**src/rtl/mem_sp_arb2.sv**
```systemverilog
// Two-requester round-robin arbiter with burst allowance in front of a single-port sync memory.
// Define MEM_ARB_RSP_REG_EN to register the read response (latency 2 instead of 1).
module mem_sp_arb2 #(
    parameter int DEPTH      = 2048,
    parameter int DATA_WIDTH = 32,
    parameter int BURST_LEN  = 4,
    localparam int ADDR_WIDTH = $clog2(DEPTH),
    localparam int DATA_BYTES = DATA_WIDTH / 8
) (
    input  logic                  clk,
    input  logic                  rst,

    input  logic                  i_req_valid_0,
    output logic                  o_req_ready_0,
    input  logic [ADDR_WIDTH-1:0] i_addr_0,
    input  logic [DATA_WIDTH-1:0] i_wdata_0,
    input  logic [DATA_BYTES-1:0] i_wen_0,
    output logic                  o_rsp_valid_0,
    output logic [DATA_WIDTH-1:0] o_rdata_0,

    input  logic                  i_req_valid_1,
    output logic                  o_req_ready_1,
    input  logic [ADDR_WIDTH-1:0] i_addr_1,
    input  logic [DATA_WIDTH-1:0] i_wdata_1,
    input  logic [DATA_BYTES-1:0] i_wen_1,
    output logic                  o_rsp_valid_1,
    output logic [DATA_WIDTH-1:0] o_rdata_1,

    output logic [ADDR_WIDTH-1:0] o_mem_addr,
    output logic [DATA_WIDTH-1:0] o_mem_wdata,
    output logic [DATA_BYTES-1:0] o_mem_wen,
    input  logic [DATA_WIDTH-1:0] i_mem_rdata
);

    typedef enum logic {
        REQ0 = 1'b0,
        REQ1 = 1'b1
    } req_id_e;

    localparam logic [7:0] BURST_MAX = 8'(BURST_LEN);

    req_id_e    r_own;
    logic [7:0] r_cnt;
    req_id_e    w_other;
    logic       w_gnt_valid;
    req_id_e    w_gnt_id;
    logic       w_gnt_read;

    logic       r_tag_valid;
    req_id_e    r_tag_id;
    logic       w_tag_hit_0;
    logic       w_tag_hit_1;

    assign w_other = (r_own == REQ0) ? REQ1 : REQ0;

    always_comb begin
        w_gnt_valid = 1'b0;
        w_gnt_id    = REQ0;
        if (!rst) begin
            case ({i_req_valid_1, i_req_valid_0})
                2'b01: begin
                    w_gnt_valid = 1'b1;
                    w_gnt_id    = REQ0;
                end
                2'b10: begin
                    w_gnt_valid = 1'b1;
                    w_gnt_id    = REQ1;
                end
                2'b11: begin
                    // Owner keeps the port until its burst allowance is used up.
                    w_gnt_valid = 1'b1;
                    w_gnt_id    = (r_cnt < BURST_MAX) ? r_own : w_other;
                end
                default: begin
                    w_gnt_valid = 1'b0;
                    w_gnt_id    = REQ0;
                end
            endcase
        end
    end

    always_comb begin
        o_req_ready_0 = w_gnt_valid && (w_gnt_id == REQ0);
        o_req_ready_1 = w_gnt_valid && (w_gnt_id == REQ1);
        o_mem_addr    = '0;
        o_mem_wdata   = '0;
        o_mem_wen     = '0;
        w_gnt_read    = 1'b0;
        if (w_gnt_valid) begin
            if (w_gnt_id == REQ0) begin
                o_mem_addr  = i_addr_0;
                o_mem_wdata = i_wdata_0;
                o_mem_wen   = i_wen_0;
                w_gnt_read  = (i_wen_0 == '0);
            end else begin
                o_mem_addr  = i_addr_1;
                o_mem_wdata = i_wdata_1;
                o_mem_wen   = i_wen_1;
                w_gnt_read  = (i_wen_1 == '0);
            end
        end
    end

    always_ff @(posedge clk) begin
        if (rst) begin
            r_own <= REQ0;
            r_cnt <= '0;
        end else if (w_gnt_valid) begin
            if (w_gnt_id == r_own) begin
                r_cnt <= (r_cnt == BURST_MAX) ? r_cnt : r_cnt + 8'd1;
            end else begin
                r_own <= w_gnt_id;
                r_cnt <= 8'd1;
            end
        end
    end

    always_ff @(posedge clk) begin
        if (rst) begin
            r_tag_valid <= 1'b0;
            r_tag_id    <= REQ0;
        end else begin
            r_tag_valid <= w_gnt_read;
            r_tag_id    <= w_gnt_id;
        end
    end

    assign w_tag_hit_0 = r_tag_valid && (r_tag_id == REQ0) && !rst;
    assign w_tag_hit_1 = r_tag_valid && (r_tag_id == REQ1) && !rst;

`ifdef MEM_ARB_RSP_REG_EN
    logic                  r_rsp_valid_0;
    logic                  r_rsp_valid_1;
    logic [DATA_WIDTH-1:0] r_rdata_0;
    logic [DATA_WIDTH-1:0] r_rdata_1;

    always_ff @(posedge clk) begin
        if (rst) begin
            r_rsp_valid_0 <= 1'b0;
            r_rsp_valid_1 <= 1'b0;
            r_rdata_0     <= '0;
            r_rdata_1     <= '0;
        end else begin
            r_rsp_valid_0 <= w_tag_hit_0;
            r_rsp_valid_1 <= w_tag_hit_1;
            r_rdata_0     <= w_tag_hit_0 ? i_mem_rdata : '0;
            r_rdata_1     <= w_tag_hit_1 ? i_mem_rdata : '0;
        end
    end

    // Reset masks registered responses so nothing leaks out while rst is high.
    assign o_rsp_valid_0 = r_rsp_valid_0 && !rst;
    assign o_rsp_valid_1 = r_rsp_valid_1 && !rst;
    assign o_rdata_0     = rst ? '0 : r_rdata_0;
    assign o_rdata_1     = rst ? '0 : r_rdata_1;
`else
    assign o_rsp_valid_0 = w_tag_hit_0;
    assign o_rsp_valid_1 = w_tag_hit_1;
    assign o_rdata_0     = w_tag_hit_0 ? i_mem_rdata : '0;
    assign o_rdata_1     = w_tag_hit_1 ? i_mem_rdata : '0;
`endif

endmodule

```
**config.mk**
```make
export PLATFORM = sky130hd
export DESIGN_NAME = mem_sp_arb2
export DESIGN_NICKNAME = d
export VERILOG_FILES = /design/src/rtl/mem_sp_arb2.sv
export SDC_FILE = /design/constraint.sdc
export NUM_CORES = 1
export LEC_CHECK = 0
export BUFFER_PORTS_ARGS = -buffer_cell sky130_fd_sc_hd__buf_2
export CORE_AREA = 2 2 94 96
export CTS_CLUSTER_DIAMETER = 60
export DETAILED_ROUTE_END_ITERATION = 8
export DIE_AREA = 0 0 96 98
export PLACE_DENSITY = 0.77
export SLEW_MARGIN = 20
export SYNTH_ARGS = -nofsm -noshare
export SYNTH_HDL_FRONTEND = slang
export SYNTH_SLANG_ARGS = --single-unit
```
**constraint.sdc**
```tcl
create_clock -name clk -period 2.02 [get_ports clk]
set_clock_uncertainty 0.05 [all_clocks]
set_input_delay 0.303 -clock clk [delete_from_list [all_inputs] [get_ports clk]]
set_output_delay 0.303 -clock clk [all_outputs]
set_load 0.05 [all_outputs]
```
==> qor.yml <==
status: "finished with violations"
violations: "setup timing"
start_kind: "flop"
grt_usage: 0.200
antenna_found_initial: 0
synth_nets: 454
rrSetupSlack_ns: 0.26
grt_max_degree: 36
async_reset_ff_frac: 0
cts_root_buf: "clkbuf_8"
num_io_pins: 245
numClockSinks: 11
die_y_um: 98
fin_cells: 671
yosysWarnings: 0
r2r-end: "r_cnt[2]"
area_growth_pct: 109
dpl.hpwl_mm: 8.21
syn_area_per_cell_um2: 6.55
synthAdderAreaFrac: 0.0119
synth_seq_area_share: 0.104
cp_max_fo: 6
synth_xor_area_frac: 0.0166
setup_violations: 49
fin_nets: 696
total_power_w: 0.00151
htreeDepth: 1
synth_top_family_by_area: "simple AND/OR/NAND/NOR gates"
min_period_ns: 2.25
yosysUniqueCellTypes: 44
place_congestion: 0.874
worstRegToRegCells: 6
crit_required_ns: 1.67
hold_path_startpoint: "i_wen_0[2]"
relSlewSlack: 0.679
p_switching_w: 0.000734
cap_viol_max_count: 0
mappedNetlistArea_um2: 2110
swShare: 0.486
drt_iter0_drc: 118
grt_pass1_vias: 3218
fill_cells: 769
portBuffers: 244
slew_violations: 0
postCtsHoldBufs: 0
synth-simple-area-share: 0.539
clk_pin_slew_ns: 0.05
grt_overflow: 0
final_common_cell: "buf_2"
synth_edf_count: 0
wl_per_cell_um: 15.2
ys.flop_type: "dfxtp_1"
drt-vias-per-instance: 5.03
whs_path_depth: 4
p_per_area_nw_per_um2: 342
p_seq_frac: 0.152
whs_endpoint: "r_tag_valid"
rsz0062_at_grt: "true"
max_freq_mhz: 444
cts_made_buffers: 3
hold_path_class: "input port to flop"
cts_tree: "done"
hold_slack_ns: 0.295
muxShareOfSynthArea: 0.00949
synth_seq_cells: 11
netlist_instances: 322
dieArea_um2: 9410
antenna_left: 0
critPathCaptureType: "output port"
p_leak_nw: 2.17
timing.rr.start: "r_cnt[7]"
grt_pass1_wl_mm: 15.0
firstDrtPassIters: 4
n_antenna_cell: 0
drive_above_1_share: 0.611
setup_slack_ns: -0.233
hold_viol: 0
clk_latency_ns: 0.25
vias: 3372
crit_type: "flop to output port"
worst_pin_slew_ns: 0.481
cp_data_arrival_time_ns: 1.90
fp.dieW_um: 96
placedCellCount: 666
combPwrFrac: 0.687
drc_errors: 0
finalWirelength_mm: 10.2
clockPowerShare: 0.161
clockBufferDepth: 2
synth_compound_area_frac: 0.222
ir_worst_vdd_mv: 0.186
start_util: 0.249
rows: 34
fp.coreArea_um2: 8470
final.period_utilization: 1.12
intPower_w: 0.000775
mostFrequentLayoutCells: "buf_2, and2_1, nand4_1"
==> per-stage QoR <==
stage | TNS [ns] | util | worst slack [ns] | area, µm²
finish | -9.60 | 0.521 | -0.233 | 4410
global route | -14.22 | 0.521 | -0.330 | 4410
detailed placement | -3.30 | 0.474 | -0.115 | 4010
CTS | -9.07 | 0.516 | -0.218 | 4370
global placement | -0.429 | 0.474 | -0.0353 | 4010
floorplan | -2.66 | - | -0.0830 | 2540
==> state kept, by name, summed over array words and instances (netlist names) <==
name,flops
r_tag_valid,1
r_tag_id,1
r_own,1
r_cnt,8
==> cell type report <==
class	instances	area [µm²]	share of cell area
Timing Repair Buffer	274	1900	0.431
Clock buffer	4	45.0	0.0102
Inverter	5	18.8	0.00426
Sequential cell	11	223	0.0505
Tap cell	108	135	0.0306
Multi-Input combinational cell	269	2090	0.474
==> worst max-delay path: stages (launching register included) <==
cell	delay (ns)
dfxtp_2	0.33
nor4_4	0.29
buf_4	0.17
nand4b_4	0.10
and3_4	0.22
buf_4	0.20
o21ai_4	0.15
buf_6	0.17
==> how the worst max path moves through the flow <==
stage	start	to	slack, ns	cells after the start
after floorplan	r_cnt[7]	o_mem_addr[10]	-0.08	5
after global placement	r_cnt[7]	o_mem_wdata[19]	-0.04	6
after detailed placement	r_cnt[7]	o_mem_wdata[26]	-0.12	6
after CTS	r_cnt[4]	o_mem_wdata[1]	-0.22	7
after global routing	r_cnt[7]	o_mem_wdata[1]	-0.33	7
final	r_cnt[7]	o_mem_wdata[24]	-0.23	7
==> cells in the mapped netlist, types with 3 or more instances <==
cell,number,share of area
dfxtp_1,11,0.10
and2_1,65,0.19
clkbuf_1,24,0.043
nand4_1,55,0.16
inv_1,5,0.0089
nand2_1,47,0.084
buf_6,4,0.021
and3_1,3,0.0089
nand3_1,5,0.012
o21ai_2,27,0.11
a21oi_1,6,0.014
xor2_1,4,0.017
nor2_1,7,0.012
o21ai_0,17,0.040
buf_2,6,0.014
==> metal layers <==
layer	vias up	global-route usage	routed length, µm
li1	1633	-	-
met1	1532	0.207	3610
met2	186	0.393	5520
met3	21	0.0239	817
met4	0	0.0747	259
met5	-	0	0
==> cell families after synthesis <==
| kind of cell | count (synthesis) |
|---|---|
| flops | 11 |
| compound gates | 64 |
| mux | 2 |
| xor+xnor | 4 |
| simple gates | 197 |
| buf+inv | 42 |
| fa+ha+maj | 2 |
==> power groups by stage <==
stage               clock, W  combinational (W)  sequential (W)
finish              0.000243            0.00104        0.000230
CTS                 0.000241            0.00102        0.000230
floorplan                  0           0.000630        0.000232
global placement           0           0.000894        0.000234
global route        0.000248            0.00109        0.000231
detailed placement         0           0.000907        0.000234
==> what timing repair did <==
item | CTS | global route
gates resized for setup | 97 | 12
setup endpoints to repair | 49 | 49
pin swaps | 10 | 1
buffers inserted | 1 | 0
No activity file was read; power rests on OpenSTA's default activity.
